File: src/rtl/timer_pkg.sv
// Shared types and helpers for the BCD mm:ss timer.
// Holds the timer state enum and BCD digit limits.
package timer_pkg;

    typedef enum logic [1:0] {
        IDLE,
        RUN,
        PAUSE,
        DONE
    } t_timer_state;

    localparam logic [3:0] DIGIT_MAX    = 4'd9;
    localparam logic [3:0] SEC_TENS_MAX = 4'd5;

    function automatic logic is_valid_bcd_digit(
        input logic [3:0] d,
        input logic [3:0] max_val
    );
        return d <= max_val;
    endfunction

endpackage

File: src/rtl/bcd_digit_counter.sv
// One BCD digit that wraps at MAX_VAL in either direction.
// co flags that this step wraps the digit and must ripple on.
module bcd_digit_counter #(
    parameter logic [3:0] MAX_VAL = 4'd9
) (
    input  logic       clk,
    input  logic       reset,
    input  logic       ena,
    input  logic       up,
    input  logic       ld,
    input  logic [3:0] ld_val,
    output logic [3:0] q,
    output logic       co
);

    // Digit register: load beats step, wrap at the digit limits.
    always_ff @(posedge clk) begin
        if (reset) begin
            q <= 4'd0;
        end else if (ld) begin
            q <= ld_val;
        end else if (ena) begin
            if (up) begin
                q <= (q == MAX_VAL) ? 4'd0 : q + 4'd1;
            end else begin
                q <= (q == 4'd0) ? MAX_VAL : q - 4'd1;
            end
        end
    end

    assign co = ena && (up ? (q == MAX_VAL) : (q == 4'd0));

endmodule

File: src/rtl/bcd_mmss_timer.sv
// BCD minutes:seconds up/down timer stepped by a 1 s strobe.
// Optional low-time warning built when TIMER_WARN_EN is defined.
module bcd_mmss_timer
    import timer_pkg::*;
#(
    parameter int          MIN_DIGITS = 2,
    parameter logic [7:0]  WARN_SS    = 8'h10,
    localparam int         ND         = MIN_DIGITS + 2,
    localparam int         CW         = 4 * ND
) (
    input  logic          clk,
    input  logic          reset,
    input  logic          tick,
    input  logic          load,
    input  logic [CW-1:0] load_value,
    input  logic          start,
    input  logic          stop,
    input  logic          mode_up,
    output logic [CW-1:0] count_out,
    output logic          running,
    output logic          tc,
    output logic          expired,
    output logic          load_err,
    output logic          warn
);

    t_timer_state state;
    t_timer_state state_nxt;

    logic          mode_q;
    logic          ld_valid;
    logic          ld_ok;
    logic          step;
    logic          start_acc;
    logic          start_term;
    logic          hit_term;
    logic [ND-1:0] ena;
    logic [ND-1:0] co;
    logic [ND-1:0] at_zero;
    logic [ND-1:0] at_max;
    logic [ND-1:0] pre_zero;
    logic [ND-1:0] pre_max;

    for (genvar i = 0; i < ND; i++) begin : g_dig
        localparam logic [3:0] MAXV = (i == 1) ? SEC_TENS_MAX : DIGIT_MAX;

        bcd_digit_counter #(
            .MAX_VAL (MAXV)
        ) u_dig (
            .clk    (clk),
            .reset  (reset),
            .ena    (ena[i]),
            .up     (mode_q),
            .ld     (ld_ok),
            .ld_val (load_value[4*i +: 4]),
            .q      (count_out[4*i +: 4]),
            .co     (co[i])
        );

        assign at_zero[i] = (count_out[4*i +: 4] == 4'd0);
        assign at_max[i]  = (count_out[4*i +: 4] == MAXV);

        // Seconds-ones is the only digit that moves on the final step.
        if (i == 0) begin : g_lsd
            assign ena[i]      = step;
            assign pre_zero[i] = (count_out[3:0] == 4'd1);
            assign pre_max[i]  = (count_out[3:0] == 4'd8);
        end else begin : g_msd
            assign ena[i]      = co[i-1];
            assign pre_zero[i] = at_zero[i];
            assign pre_max[i]  = at_max[i];
        end
    end

    // Every nibble must be decimal and seconds-tens must stay below 6.
    always_comb begin
        ld_valid = 1'b1;
        for (int i = 0; i < ND; i++) begin
            ld_valid &= is_valid_bcd_digit(
                load_value[4*i +: 4],
                (i == 1) ? SEC_TENS_MAX : DIGIT_MAX);
        end
    end

    // Command decode in priority order: load, stop, start, tick.
    always_comb begin
        ld_ok      = load && ld_valid;
        step       = !load && !stop && tick && (state == RUN);
        start_acc  = !load && !stop && start &&
                     ((state == IDLE) || (state == PAUSE));
        start_term = start_acc && (mode_up ? &at_max : &at_zero);
        hit_term   = step && (mode_q ? &pre_max : &pre_zero);
    end

    // State register.
    always_ff @(posedge clk) begin
        if (reset) begin
            state <= IDLE;
        end else begin
            state <= state_nxt;
        end
    end

    // Next-state logic; a ripple out of the top digit also ends the run.
    always_comb begin
        state_nxt = state;
        if (load) begin
            state_nxt = IDLE;
        end else begin
            unique case (state)
                IDLE, PAUSE: begin
                    if (start_acc) begin
                        state_nxt = start_term ? DONE : RUN;
                    end
                end
                RUN: begin
                    if (stop) begin
                        state_nxt = PAUSE;
                    end else if (hit_term || co[ND-1]) begin
                        state_nxt = DONE;
                    end
                end
                DONE: state_nxt = DONE;
                default: state_nxt = IDLE;
            endcase
        end
    end

    // State-decoded outputs.
    always_comb begin
        running = (state == RUN);
        expired = (state == DONE);
    end

    // Direction latch and one-cycle event pulses.
    always_ff @(posedge clk) begin
        if (reset) begin
            mode_q   <= 1'b0;
            tc       <= 1'b0;
            load_err <= 1'b0;
        end else begin
            if (start_acc) begin
                mode_q <= mode_up;
            end
            tc       <= hit_term || start_term;
            load_err <= load && !ld_valid;
        end
    end

`ifdef TIMER_WARN_EN
    // Low-time warning, derived from the registered count and state.
    always_comb begin
        warn = ((state == RUN) || (state == PAUSE)) && !mode_q &&
               (count_out[CW-1:8] == '0) &&
               (count_out[7:0] <= WARN_SS);
    end
`else
    // Warning disabled; the threshold only feeds a constant zero.
    assign warn = &{1'b0, WARN_SS};
`endif

endmodule

File: config.mk
export PLATFORM = sky130hd
export DESIGN_NAME = bcd_mmss_timer
export DESIGN_NICKNAME = d
export VERILOG_FILES = /design/src/rtl/timer_pkg.sv /design/src/rtl/bcd_digit_counter.sv /design/src/rtl/bcd_mmss_timer.sv
export SDC_FILE = /design/constraint.sdc
export NUM_CORES = 1
export LEC_CHECK = 0
export CAP_MARGIN = 20
export CORE_MARGIN = 4
export CORE_UTILIZATION = 35
export DETAILED_ROUTE_END_ITERATION = 16
export GPL_ROUTABILITY_DRIVEN = 0
export GPL_TIMING_DRIVEN = 0
export PLACE_DENSITY = 0.69
export SLEW_MARGIN = 20
export SYNTH_ARGS = -nofsm -noshare
export SYNTH_HDL_FRONTEND = slang
export SYNTH_HIERARCHICAL = 1
export SYNTH_SLANG_ARGS = --single-unit
File: constraint.sdc
create_clock -name clk -period 3.2 [get_ports clk]
set_clock_uncertainty 0.2 [all_clocks]
set_input_delay 0.32 -clock clk [delete_from_list [all_inputs] [get_ports clk]]
set_output_delay 0.32 -clock clk [all_outputs]
set_load 0.03 [all_outputs]
==> results of run 1 <==
==> metal layers <==
layer | wire length, um | global-route usage [%]
met4 | 27 | 3.02
met3 | 201 | 2.93
met2 | 2110 | 26.7
met1 | 2090 | 18.9
met5 | 0 | 0
==> stage by stage <==
step | total power (W) | setup TNS [ps] | utilization, %
floorplan | 0.000378 | 0 | -
global placement | 0.000441 | -1580 | 48.1
detailed placement | 0.000443 | -1780 | 48.1
CTS | 0.000630 | 0 | 49.5
global route | 0.000655 | -4.19 | 50.3
finish | 0.000624 | 0 | 50.3
==> kinds of logic (layout without fill, tap and decap cells) <==
kind of cell	count (synthesis)	after routing
AO/OA/AOI/OAI	64	64
XOR/XNOR	16	16
buffers and inverters	35	85
flip-flops	21	21
multiplexers	4	4
other	1	1
AND/OR/NAND/NOR	70	70
==> critical path, cell delays in order <==
cell and delay (ps):
clkdlybuf4s50_1 450, and2b_1 240, and3_4 230, o2111a_1 170, clkbuf_4 180, clkinvlp_2 130, a2111oi_2 220, buf_2 170
o2111a_1 150, clkbuf_4 170, nand2b_1 90, a211oi_2 230, a2111oi_2 50
==> registers in the layout, summed over array words and instances (netlist names) <==
| register | count |
|---|---|
| tc | 1 |
| load_err | 1 |
| state | 2 |
| mode_q | 1 |
| g_dig.u_dig/q | 16 |
==> final timing paths <==
kind	startpoint	slack, ps	to	depth (start not counted)
max	stop	290	g_dig[3].u_dig/q[2]	13
min	state[0]	370	state[0]	2
max reg2reg	state[0]	340	g_dig[3].u_dig/q[2]	13
min reg2reg	state[0]	370	state[0]	2
==> cell type report <==
class / count / area [um2] / area share [%]
repair buffers: 47 / 458 / 20.4
plain buffers: 13 / 96.3 / 4.28
well taps: 52 / 65.1 / 2.89
multi-input cells: 155 / 1080 / 48.1
inverters: 21 / 80.1 / 3.56
clock buffers: 3 / 41.3 / 1.84
clock inverters: 1 / 5.00 / 0.222
flip-flops and latches: 21 / 422 / 18.7
==> power breakdown <==
group	switching (W)	internal [W]	leakage, nW
Sequential	0.0000163	0.000270	0.171
Combinational	0.0000734	0.0000797	0.642
Clock	0.0000982	0.0000871	0.0255
==> placed cells by master, fill, tap and decap left out, drive strengths merged, types with 4 or more instances in the layout <==
cell type / n
o21ai: 10
nor4: 4
clkbuf: 5
a2111oi: 4
xor2: 5
nand3: 5
xnor2: 11
dfxtp: 21
a21oi: 25
and3: 6
buf: 16
nor2: 19
a221oi: 4
or3: 4
nand2b: 5
nor3: 9
clkdlybuf4s50: 42
nor3b: 5
inv: 20
o2111ai: 5
a211oi: 7
==> what timing repair did <==
item	in CTS	in global routing
gates cloned	0	0
setup buffers	1	4
pin swaps	0	1
setup endpoints to repair	5	7
gates resized for setup	2	5
==> flow_metrics.tcl, run 1 <==
set metrics [dict create \
    hold_path.class "reg2reg" \
    vias_per_cell 5.39 \
    cts_max_path_buffers 2 \
    synthSimpleGateAreaFrac_pct 24.7 \
    synthTopCellsByCount "25 x a21oi_1, 21 x dfxtp_1, 20 x inv_1" \
    hold_viol_final 0 \
    synthFlopType "dfxtp_1" \
    htree_levels 1 \
    worstPathRequired_ps 3110 \
    diodes 0 \
    synth_area_leader_cell "dfxtp_1" \
    synth_top_family_by_area "compound AO/OA/AOI/OAI gates" \
    start_kind "input port" \
    finalMaxSlewViolations 0 \
    dpl_cell_area_um2 2150 \
    fp.dieW_um 77.0 \
    worst_slew_pin_slew_ps 943 \
    insertion_delay_ps 270 \
    grt_usage_pct 15.0 \
    dr.pass1.iters 4 \
    placementRows 24 \
    cts_hold_buffers 0 \
    critPathArrivalTime_ps 2820 \
    yosys_warnings 6 \
    maxSlewHeadroom_pct 37.0 \
    drtAntennaViolNets 0 \
    grt_max_degree 22 \
    area_delta_synth_final_pct 34.9 \
    first_iter_violations 53 \
    syn_nets 234 \
    synth_compound_area_share_pct 27.6 \
    power_density_nw_per_um2 278 \
    dp.cells 305 \
    synth_seq_cells 21 \
    synth_xor_area_share_pct 8.40 \
    vias 1686 \
    avgSynthCellArea_um2 7.90 \
    yosysUniqueCellTypes 48 \
    worst_slack_ps 295 \
    clk_pin_slew_ps 90 \
    cts_buffers 3 \
    dp.final_hpwl_mm 3.26 \
    ioPinCount 44 \
    status "completed" \
    p_leak_nw 0.838 \
    fin_crit_ps 2910 \
    synth.top_cell.area_share_pct 25.2 \
    grt_pass1_vias 1636 \
    min_period_over_period_pct 90.8 \
    post-place-ws_ps -413 \
    fin_nets 285 \
    async_flop_share_pct 0 \
    antenna_found_initial 0 \
    criticalPathCategory "in2reg" \
    drive_gt1_share_pct 17.2 \
    core_area_um2 4470 \
    fill_cells 447 \
    final_cells 313 \
    end_kind "register" \
    synth_fa_ha_area_share_pct 0 \
    synth_seq_area_share_pct 25.2 \
    grt_pass1_wl_mm 7.45 \
    drcViolationCount 0 \
    maxCapViolations 0 \
    setup_violations 0 \
    die_h_um 77.0 \
    synth-edff-count 0 \
    synthCells 211 \
    dieArea_um2 5930 \
    initial_core_util_pct 37.3 \
    clock-sinks 21 \
    worst-path-max-fanout 7 \
    cts_tree "built" \
    synth_area_leaders "dfxtp_1 25%, a21oi_1 7.5%, xnor2_1 5.8%" \
    vdd_drop_max_v 0.000164 \
    drt-total-wl_mm 4.42 \
    overflow 0 \
    fmax_mhz 344 \
    finalInstanceArea_um2 2250 \
    place.port_buffers 42 \
    root_buffer "clkbuf_8" \
    whs_ps 366 \
    wl_per_cell_um 14.1 \
    muxShareOfSynthArea_pct 3.30 \
    synth_most_common_cell "a21oi_1" \
    syn_area_um2 1670 \
]
Power figures use the tool's default switching activity.
==> run 2, diff against run 1 <==
--- a/config.mk
+++ b/config.mk
@@ -5,13 +5,14 @@
 export SDC_FILE = /design/constraint.sdc
 export NUM_CORES = 1
 export LEC_CHECK = 0
-export CAP_MARGIN = 20
+export ABC_AREA = 1
+export CAP_MARGIN = 40
 export CORE_MARGIN = 4
 export CORE_UTILIZATION = 35
 export DETAILED_ROUTE_END_ITERATION = 16
 export GPL_ROUTABILITY_DRIVEN = 0
 export GPL_TIMING_DRIVEN = 0
-export PLACE_DENSITY = 0.69
+export PLACE_DENSITY = 0.68
 export SLEW_MARGIN = 20
 export SYNTH_ARGS = -nofsm -noshare
 export SYNTH_HDL_FRONTEND = slang
==> run 2 against run 1 <==
Against the previous run:
- sequential share of layout area shrank 1.5 points
- largest power group unchanged
- global-route usage grew 1.3 points
- clock-buffer cell count grew 1
- register-to-register slack gained 120 ps
- core utilization shrank 2.4 points
- clock power shrank 3%
==> flow_metrics.tcl, run 2 <==
set metrics [dict create \
    drt-total-wl_mm 5.07 \
    ff2ff_setup_slack_ps 460 \
    pwr-share-clk_pct 28.9 \
    rsz0062_at_grt "no" \
    post-place-ws_ps -435 \
    drive_gt1_share_pct 12.1 \
    power_w 0.000622 \
    place.port_buffers 42 \
    area_delta_synth_final_pct 32.4 \
    clock-sinks 21 \
    fmax_mhz 340 \
    grt_use_met3_pct 2.69 \
    yosysUniqueCellTypes 28 \
    critPathArrivalTime_ps 2950 \
    vdd_drop_max_v 0.000168 \
    core_area_um2 5110 \
    grt_pass1_vias 1986 \
    insertion_delay_ps 260 \
    synth-edff-count 0 \
    combinationalPowerShare_pct 25.2 \
    power_frac_seq_pct 45.9 \
    hold_path.class "reg2reg" \
    diodes 0 \
    drcViolationCount 0 \
    worst_slack_ps 259 \
    cts_max_path_buffers 2 \
    crit_path_start "load" \
    synth_area_leader_cell "dfxtp_1" \
    p_switching_w 0.000195 \
    synthCells 332 \
    setup_violations 0 \
    root_buffer "clkbuf_8" \
    final_common_cell "nand2_1" \
    p_leak_nw 1.03 \
    fin_util_pct 47.9 \
    p_sw_share_pct 31.3 \
    syn_area_um2 1850 \
    largest_reg_flops 16 \
    antenna_found_initial 0 \
    grt_max_degree 22 \
    htree_levels 1 \
    met2_usage_pct 28.1 \
    grt_use_met1_pct 21.1 \
    synth_most_common_cell "nand2_1" \
    grt_usage_pct 16.3 \
    fill_cells 556 \
    overflow 0 \
    fin_crit_ps 2940 \
    synth.top_cell.area_share_pct 22.7 \
    min_period_over_period_pct 91.9 \
    start_kind "input port" \
    syn_nets 355 \
    criticalPathCategory "in2reg" \
    initial_core_util_pct 36.2 \
    synth_seq_area_share_pct 22.7 \
    crit_end "state[1]" \
    worstPathRequired_ps 3210 \
    r2r_end "state[1]" \
    dp.final_hpwl_mm 3.91 \
    ioPinCount 44 \
    finalMaxSlewViolations 0 \
    cts_tree "built" \
    final_cell_mix "107 x nand2_1, 53 x nor2_1, 42 x clkdlybuf4s50_1" \
    clk_pin_slew_ps 80 \
    top_usage_layer "met2" \
    placementRows 26 \
    synth_area_leaders "dfxtp_1 23%, nand2_1 22%, nor2_1 11%" \
    vias 2172 \
    largestRegisters "g_dig.u_dig/q: 16 flops, state: 2 flops" \
    maxCapViolations 0 \
    drtAntennaViolNets 0 \
    worst-path-max-fanout 4 \
    async_flop_share_pct 0 \
    dr.pass1.iters 4 \
    yosys_warnings 6 \
    first_iter_violations 78 \
    fp.dieW_um 80.7 \
    power_density_nw_per_um2 254 \
    wl_per_cell_um 11.3 \
    synthFlopType "dfxtp_1" \
    end_kind "register" \
    avgSynthCellArea_um2 5.57 \
    dieArea_um2 6510 \
    synthTopCellsByCount "107 x nand2_1, 54 x nor2_1, 39 x inv_1" \
    cts_hold_buffers 0 \
    reg2regPathDepth 14 \
    die_h_um 80.7 \
    cts_buffers 3 \
    rr_startpoint "g_dig[0].u_dig/q[3]" \
    grt_pass1_wl_mm 8.63 \
    status "completed" \
    hold_viol_final 0 \
    synth_seq_cells 21 \
    fin_nets 404 \
    internal_power_w 0.000428 \
    largest_register "g_dig.u_dig/q" \
    vias_per_cell 4.83 \
]
-- run 2: cell count changes in the layout (fill, tap and decap cells not counted), moves of 6 or more --
cell,change
nand3_1,+24
buf_4,-7
nor2_2,+13
nand2_1,+104
a21oi_2,+6
inv_1,+19
xnor2_1,-11
inv_2,+7
nor2_1,+34
a21oi_1,-19
-- run 2: power by group through the flow --
stage	logic, W	clock network [W]	registers, W
after floorplan	0.0000777	0	0.000299
after global placement	0.000151	0	0.000291
after detailed placement	0.000155	0	0.000291
after CTS	0.000156	0.000191	0.000285
after global routing	0.000175	0.000202	0.000288
final	0.000157	0.000180	0.000286
-- run 2: worst max-delay path: stages --
cell and delay [ps]:
clkdlybuf4s50_1 500, nor2_4 160, nand2_1 80, nor2_2 150, inv_1 120, a211oi_2 240
inv_2 60, a211oi_1 260, inv_1 140, a211oi_2 240, inv_1 130, a211oi_2 240
nor3_1 80, nand2_1 70, nand2_1 50, a21oi_2 100
-- run 2: area by class of cell --
cell class	count	area [um2]	share of cell area, %
plain buffers	1	7.51	0.307
inverters	47	178	7.26
well taps	70	87.6	3.58
clock buffers	4	45.0	1.84
flip-flops and latches	21	422	17.2
multi-input cells	263	1260	51.5
repair buffers	44	447	18.3
-- run 2: kinds of logic after synthesis --
family | after synthesis | share of synthesized area (%)
other cells | 1 | 0.203
xor+xnor | 1 | 0.474
buf+inv | 48 | 10.0
simple gates | 221 | 52.4
flops | 21 | 22.7
compound gates | 40 | 14.2
-- run 2: worst min-delay path by stage --
| stage | start | to | slack, ps | cells past startpoint |
|---|---|---|---|---|
| after global placement | state[1] | state[1] | 250 | 2 |
| after detailed placement | state[1] | state[1] | 260 | 2 |
| after CTS | state[1] | state[1] | 270 | 2 |
| final | state[1] | state[1] | 270 | 2 |
| after floorplan | reset | g_dig[0].u_dig/q[3] | 180 | 1 |
| after global routing | state[1] | state[1] | 300 | 2 |
-- run 2: stage by stage --
step / area [um2] / cells / hold slack (ps) / TNS (ps)
2_1_floorplan: 1850 / 332 / 182 / 0
3_3_place_gp: 2360 / 444 / 253 / -2880
3_5_place_dp: 2370 / 445 / 259 / -1390
4_1_cts: 2430 / 449 / 272 / 0
5_1_grt: 2450 / 450 / 297 / 0
6_report: 2450 / 450 / 269 / 0
-- run 2: routing by layer --
metal  up-vias  share of wire (%)
li1       1156                  -
met1       952                 47
met2        62                 46
met3         2                6.2
met4         0               0.45
met5         -                  0
-- run 2: repair_timing --
item / in CTS / in global routing
gates resized for setup: 2 / 2
endpoints found under the setup margin: 3 / 2
pin swaps: 0 / 2
gates cloned: 0 / 0
hold endpoints to repair: 0 / 0
buffers inserted: 0 / 0
==> run 3, diff against run 2 <==
==> constraint.sdc (replaced) <==
create_clock -name clk -period 2.8 [get_ports clk]
set_clock_uncertainty 0.2 [all_clocks]
set_input_delay 0.28 -clock clk [delete_from_list [all_inputs] [get_ports clk]]
set_output_delay 0.28 -clock clk [all_outputs]
set_load 0.03 [all_outputs]
==> run 3 against run 2 <==
Against the previous run:
- global-route usage up 0.19 points
- clock power increased by 15%
- final area increased by 2.0%
- final cell count is 0.44% higher
- first-iteration DRC count shrank 7.7%
==> flow_metrics.tcl, run 3 (synthesis gave the netlist of run 2 again) <==
set metrics [dict create \
    p_switching_w 0.000227 \
    grt_max_degree 22 \
    initial_core_util_pct 36.2 \
    cp_common_cell "nand2_1" \
    rsz0062_at_grt "no" \
    post-place-ws_ps -795 \
    final_common_cell "nand2_1" \
    p_leak_nw 1.05 \
    rr_startpoint "state[1]" \
    hold_depth 3 \
    overflow 0 \
    critPathArrivalTime_ps 2540 \
    crit_chain "clkdlybuf4s50_1, nand2_1, nor2_4, inv_1, a211oi_4, inv_2, a211oi_2, inv_2, a211oi_4, inv_1, a211oi_2, nor3_1, nand2_1, nand2_1, a21oi_2" \
    grt_pass1_wl_mm 8.71 \
    fin_nets 406 \
    cts_tree "built" \
    end_kind "register" \
    dp.final_hpwl_mm 3.91 \
    wl_per_cell_um 11.3 \
    power_w 0.000716 \
    clk_pin_slew_ps 80 \
    r2r_end "state[1]" \
    htree_levels 1 \
    largestRegisters "g_dig.u_dig/q: 16 flops, state: 2 flops" \
    vdd_drop_max_v 0.000195 \
    insertion_delay_ps 260 \
    root_buffer "clkbuf_8" \
    min_to "state[0]" \
    start_kind "input port" \
    drtAntennaViolNets 0 \
    p_sw_share_pct 31.8 \
    dp.cells 445 \
    fp.dieW_um 80.7 \
    antenna_found_initial 0 \
    power_frac_seq_pct 45.6 \
    worst_slack_ps 270 \
    combinationalPowerShare_pct 25.4 \
    final_cells 452 \
    dr.pass1.iters 5 \
    area_delta_synth_final_pct 35.0 \
    clock-sinks 21 \
    fmax_mhz 395 \
    fill_cells 550 \
    final_cell_mix "107 x nand2_1, 52 x nor2_1, 40 x clkdlybuf4s50_1" \
    core_area_um2 5110 \
    cts_buffers 3 \
    reg2regPathDepth 15 \
    fin_crit_ps 2530 \
    drt-total-wl_mm 5.09 \
    worstPathRequired_ps 2810 \
    maxCapViolations 0 \
    placementRows 26 \
    cpPeakStageDelay_ps 450 \
    first_iter_violations 72 \
    pwr-share-clk_pct 29.0 \
    diodes 0 \
    status "completed" \
    worst-path-max-fanout 3 \
    die_h_um 80.7 \
    min_period_over_period_pct 90.4 \
    power_density_nw_per_um2 287 \
    internal_power_w 0.000488 \
    largest_register "g_dig.u_dig/q" \
    ff2ff_setup_slack_ps 270 \
    grt_usage_pct 16.5 \
    vias_per_cell 4.85 \
    hold_viol_final 0 \
    criticalPathCategory "in2reg" \
    finalMaxSlewViolations 0 \
    drive_gt1_share_pct 13.6 \
    setup_violations 0 \
    hold_path.class "in2reg" \
    cts_max_path_buffers 2 \
    slowest_stage "clkdlybuf4s50_1" \
    largest_reg_flops 16 \
    hold_start "stop" \
    cts_hold_buffers 0 \
    grt_pass1_vias 1995 \
    dieArea_um2 6510 \
    vias 2194 \
    drcViolationCount 0 \
    place.port_buffers 42 \
    ioPinCount 44 \
]
-- run 3: changes by cell type in the layout (fill, tap and decap cells not counted), sizes merged --
cell	before	now
buf	3	5
dlygate4sd2	0	1
clkdlybuf4s50	42	40
dlymetal6s2s	0	1
-- run 3: stage by stage --
| step | instance area (um2) | hold WS, ps | utilization (%) | setup TNS [ps] |
|---|---|---|---|---|
| final | 2490 | 215 | 48.8 | 0 |
| after global routing | 2490 | 260 | 48.8 | 0 |
| after CTS | 2460 | 263 | 48.1 | 0 |
| after detailed placement | 2370 | 259 | 46.5 | -3550 |
| after global placement | 2360 | 253 | 46.1 | -9000 |
| after floorplan | 1850 | 142 | - | 0 |
-- run 3: final cells by class --
type | count | area (um2) | share of cell area (%)
timing repair buffer | 46 | 463 | 18.6
buffer | 1 | 7.51 | 0.301
inverter | 47 | 178 | 7.12
sequential | 21 | 425 | 17.1
multi-input combinational | 263 | 1290 | 51.7
clock buffer | 4 | 45.0 | 1.81
tap | 70 | 87.6 | 3.51
-- run 3: critical path, delay by kind of cell --
family | cells | cell delay [ps]
AO/OA/AOI/OAI | 5 | 1020
buffers and inverters | 5 | 840
AND/OR/NAND/NOR | 5 | 400
-- run 3: layer usage --
metal,share of wire (%),track usage (%),vias up
li1,-,-,1159
met1,46,21.5,965
met2,47,28.5,66
met3,6.5,2.69,4
met4,0.61,3.55,0
met5,0,0,-
-- run 3: how the worst max path moves through the flow --
stage	to	depth (start not counted)	startpoint	slack (ps)
floorplan	state[1]	14	g_dig[0].u_dig/q[3]	170
global placement	state[1]	16	load	-750
detailed placement	state[1]	16	load	-800
CTS	state[1]	16	stop	20
global route	state[1]	15	state[1]	50
finish	state[1]	15	tick	270
-- run 3: power by group through the flow --
stage | combinational [W] | sequential, W | clock (W)
after floorplan | 0.0000887 | 0.000342 | 0
after global placement | 0.000173 | 0.000333 | 0
after detailed placement | 0.000177 | 0.000333 | 0
after CTS | 0.000179 | 0.000326 | 0.000219
after global routing | 0.000203 | 0.000328 | 0.000230
final | 0.000182 | 0.000326 | 0.000207
-- run 3: repair_timing --
item,4_1_cts,5_1_grt
cloned,0,0
gates resized for setup,7,8
setup buffers,2,0
pin swaps,3,5
setup endpoints to repair,5,5
==> variant 1: new RTL, config.mk and constraints of run 2 <==
Register the output `expired`, without a reset; this adds one clock of latency there. The other outputs are not delayed to match.
--- a/src/rtl/bcd_mmss_timer.sv
+++ b/src/rtl/bcd_mmss_timer.sv
@@ -25,2 +25,4 @@
 );
+
+    logic expired_d;
 
@@ -131,3 +133,3 @@
         running = (state == RUN);
-        expired = (state == DONE);
+        expired_d = (state == DONE);
     end
@@ -161,2 +163,6 @@
 
+    always_ff @(posedge clk) begin
+        expired <= expired_d;
+    end
+
 endmodule
Function: changed (a bounded check fails within 4 cycles, from zero or initial values and one cycle with reset high).
==> variant 1 against run 2 <==
  * Cell count shrank 0.44%
  * Worst setup slack gained 16 ps
  * Total power is 15% higher
  * Synthesized cell count shrank 0.60%
  * Die area shrank 1.1%
  * Final area is the same
  * Sequential cell count is 1 higher
  * Synthesized area is 1.2% lower
  * Routed wire length fell by 2.4%
  * Critical path depth unchanged
  * Critical endpoint unchanged
  * Largest power group unchanged
==> variant 1: results (changes against run 2) <==
* First-pass DRT Iterations at 5 (was 4)
* Mux share of post-synthesis cell area at 0% (unchanged)
* Met1 WL at 2250 um (was 2400 um)
* Clock Tree Root: clkbuf_8 (unchanged)
* Via/cell ratio at 4.85 (was 4.83)
* Status: completed (unchanged)
* Iteration-0 DRC Markers at 111 (was 78)
* Synth top area cells: dfxtp_1 24%, nand2_1 22%, nor2_1 12%, inv_1 7.8%, nand3_1 7.7% (was dfxtp_1 23%, nand2_1 22%, nor2_1 11%, inv_1 7.9%, nand3_1 7.9%)
* Post-synthesis sequential area ratio at 24.1% (was 22.7%)
* Pre-CTS WS at -372 ps (was -435 ps)
* Switching pwr at 201 uW (was 195 uW)
* Yosys cell types at 26 (was 28)
* Compound-cell area share of the yosys netlist at 14.6% (was 14.2%)
* Syn nets at 353 (was 355)
* Async set-reset flop share out of synthesis at 0% (unchanged)
* R2R cell count at 12 (was 14)
* GRT Overall Usage at 16.1% (was 16.3%)
* P_leak at 1.03 nW (about the same)
* Commonest cells in the netlist: 107 x nand2_1, 59 x nor2_1, 38 x inv_1 (was 107 x nand2_1, 54 x nor2_1, 39 x inv_1)
* Vias in the first global route at 1953 (was 1986)
* Crit path DAT at 2940 ps (was 2950 ps)
* Gate Count Post-Synth at 330 (was 332)
* Fillers at 548 (was 556)
* Worst VDD drop at 0.260 mV (was 0.168 mV)
* Area after DPL at 2350 sq um (was 2370 sq um)
* Wire length on met2 at 2340 um (was 2330 um)
* Post-cts resize count at 2 (unchanged)
* Met2 usage at 28.3% (was 28.1%)
* DR WL met3 at 329 um (was 312 um)
* Sequential share of power at 41.6% (was 45.9%)
* Routed wire per std cell at 11.0 um (was 11.3 um)
* Switching share of power at 28.0% (was 31.3%)
* Xor and xnor area share after synthesis at 0.480% (was 0.474%)
* First-pass GRT wire length at 8470 um (was 8630 um)
* Layout cell share with drive strength beyond 1 at 10.3% (was 12.1%)
* Via Count at 2174 (was 2172)
* Post-DP HPWL at 3780 um (was 3910 um)
* Combinational power share at 21.3% (was 25.2%)
* DP Cell Count at 443 (was 445)
* Met3 Usage GRT at 3.03% (was 2.69%)
* GRT met1 Usage at 20.4% (was 21.1%)
* Layout Nets at 402 (was 404)
* Initial antenna violation count at 0 (unchanged)
variant 1: worst max-delay path, cell delays in order:
cell	delay, ps
clkdlybuf4s50_1	470
nor2_2	160
nand2_1	80
nor2_2	160
inv_1	120
a211oi_2	250
inv_2	70
a211oi_2	220
inv_1	110
a211oi_2	260
inv_1	120
a211oi_1	280
nor3_1	90
nand2_1	70
nand2_1	50
a21oi_2	100
variant 1: area by class of cell:
class	count	area (sq um)	area share [%]
timing repair buffer	44	443	18.1
sequential	22	442	18.1
buffer	1	7.51	0.307
inverter	44	166	6.80
clock buffer	3	41.3	1.69
multi-input combinational	263	1230	50.2
clock inverter	1	30.0	1.23
tap	70	87.6	3.58
variant 1: final timing paths:
path / slack (ps) / from / end
hold reg to reg: 230 / state[1]$_SDFFE_PP0P_ / expired$_DFF_P_
hold / removal: 230 / state[1]$_SDFFE_PP0P_ / expired$_DFF_P_
setup / recovery: 270 / load / state[1]$_SDFFE_PP0P_
setup reg to reg: 460 / mode_q$_SDFFE_PP0P_ / state[1]$_SDFFE_PP0P_
==> variant 2: new RTL, flow settings as in run 2 <==
Made on the original files. `MIN_DIGITS`: 2 -> 1.
--- a/src/rtl/bcd_mmss_timer.sv
+++ b/src/rtl/bcd_mmss_timer.sv
@@ -5,3 +5,3 @@
 #(
-    parameter int          MIN_DIGITS = 2,
+    parameter int          MIN_DIGITS = 1,
     parameter logic [7:0]  WARN_SS    = 8'h10,
Ports: changed (resized count_out and load_value); port bits go from 44 to 36. The function was not compared with the original's and may differ.
==> variant 2 against run 2 <==
  * Total power decreased by 13%
  * Utilization decreased by 0.47 points
  * Hold slack improved by 15 ps
  * Routed wire length decreased by 25%
  * Largest cell class unchanged
  * Synthesized area decreased by 22%
  * Non-clock buffer count decreased by 9
  * Maximum frequency increased by 5.0%
  * Final area decreased by 22%
  * Sequential cell count decreased by 4
  * Worst setup slack improved by 140 ps
  * First-iteration DRC count decreased by 7.7%
==> variant 2: results (changes against run 2) <==
* Gate Count Post-Synth at 257 (was 332)
* Largest net degree at the start of global routing at 17 (was 22)
* Syn nets at 276 (was 355)
* Via/cell ratio at 4.93 (was 4.83)
* Vias in the first global route at 1500 (was 1986)
* Worst VDD drop at 0.157 mV (was 0.168 mV)
* Compound-cell area share of the yosys netlist at 14.6% (was 14.2%)
* Xor and xnor area share after synthesis at 0.608% (was 0.474%)
* Commonest cells in the netlist: 81 x nand2_1, 38 x nor2_1, 33 x inv_1 (was 107 x nand2_1, 54 x nor2_1, 39 x inv_1)
* Port bufs at 34 (was 42)
* R2R cell count at 10 (was 14)
* Yosys cell types at 27 (was 28)
* Post-DP HPWL at 2920 um (was 3910 um)
* Status: completed (unchanged)
* Via Count at 1705 (was 2172)
* CP max FO at 3 (was 4)
* Post-cts resize count at 0 (was 2)
* Layout Nets at 316 (was 404)
* Synth top area cells: dfxtp_1 24%, nand2_1 21%, nor2_1 9.9%, inv_1 8.6%, nand3_1 8.3% (was dfxtp_1 23%, nand2_1 22%, nor2_1 11%, inv_1 7.9%, nand3_1 7.9%)
* Iteration-0 DRC Markers at 72 (was 78)
* Post-synthesis sequential area ratio at 23.6% (was 22.7%)
* Switching share of power at 31.9% (was 31.3%)
* Routed wire per std cell at 11.0 um (was 11.3 um)
* Crit path DAT at 2800 ps (was 2950 ps)
* Layout cell share with drive strength beyond 1 at 9.46% (was 12.1%)
[variant 2: kinds of logic after synthesis]
kind of cell / Yosys count
flops: 17
xor+xnor: 1
other cells: 1
buf+inv: 40
compound gates: 32
simple gates: 166
[variant 2: area by class of cell]
class	count	area, sq um
timing repair buffer	35	348
buffer	1	7.51
tap	50	62.6
sequential	17	340
multi-input combinational	200	946
inverter	39	148
fill	438	2100
clock buffer	4	45.0
[variant 2: power groups by stage]
stage / Clock (mW) / Combinational [mW] / Sequential, mW
after global placement: 0 / 0.138 / 0.241
final: 0.167 / 0.139 / 0.236
after CTS: 0.172 / 0.139 / 0.236
after detailed placement: 0 / 0.139 / 0.241
after floorplan: 0 / 0.0724 / 0.248
after global routing: 0.180 / 0.154 / 0.238
[variant 2: final timing paths]
kind,from,endpoint,slack (ps)
min,state[1]$_SDFFE_PP0P_,state[1]$_SDFFE_PP0P_,280
max,stop,state[1]$_SDFFE_PP0P_,400
max reg2reg,mode_q$_SDFFE_PP0P_,state[1]$_SDFFE_PP0P_,440
min reg2reg,state[1]$_SDFFE_PP0P_,state[1]$_SDFFE_PP0P_,280
[variant 2: stage by stage]
step	utilization (%)	setup slack (ps)	cell area, sq um	power [mW]
after CTS	47.4	396	1900	0.547
after floorplan	-	901	1440	0.321
after global placement	46.1	24.9	1840	0.379
after global routing	47.4	136	1900	0.573
after detailed placement	46.3	129	1850	0.380
final	47.4	398	1900	0.542
[variant 2: worst register-to-register path, cell delays in order, from the launching register on]
cell      delay [ps]
dfxtp_1          680
inv_1            230
a211oi_1         430
inv_2             60
a211oi_1         340
inv_1            120
a211oi_1         310
nor3_1            90
nand2_1           80
nand2_1           60
a21oi_2          100
[variant 2: routing by layer]
metal / vias to the layer above / GRT usage [%] / routed length, um
met5: - / 0 / 0
met4: 0 / 3.13 / 30
met3: 5 / 3.32 / 213
met2: 45 / 23.8 / 1710
met1: 752 / 20.2 / 1870
li1: 903 / - / -
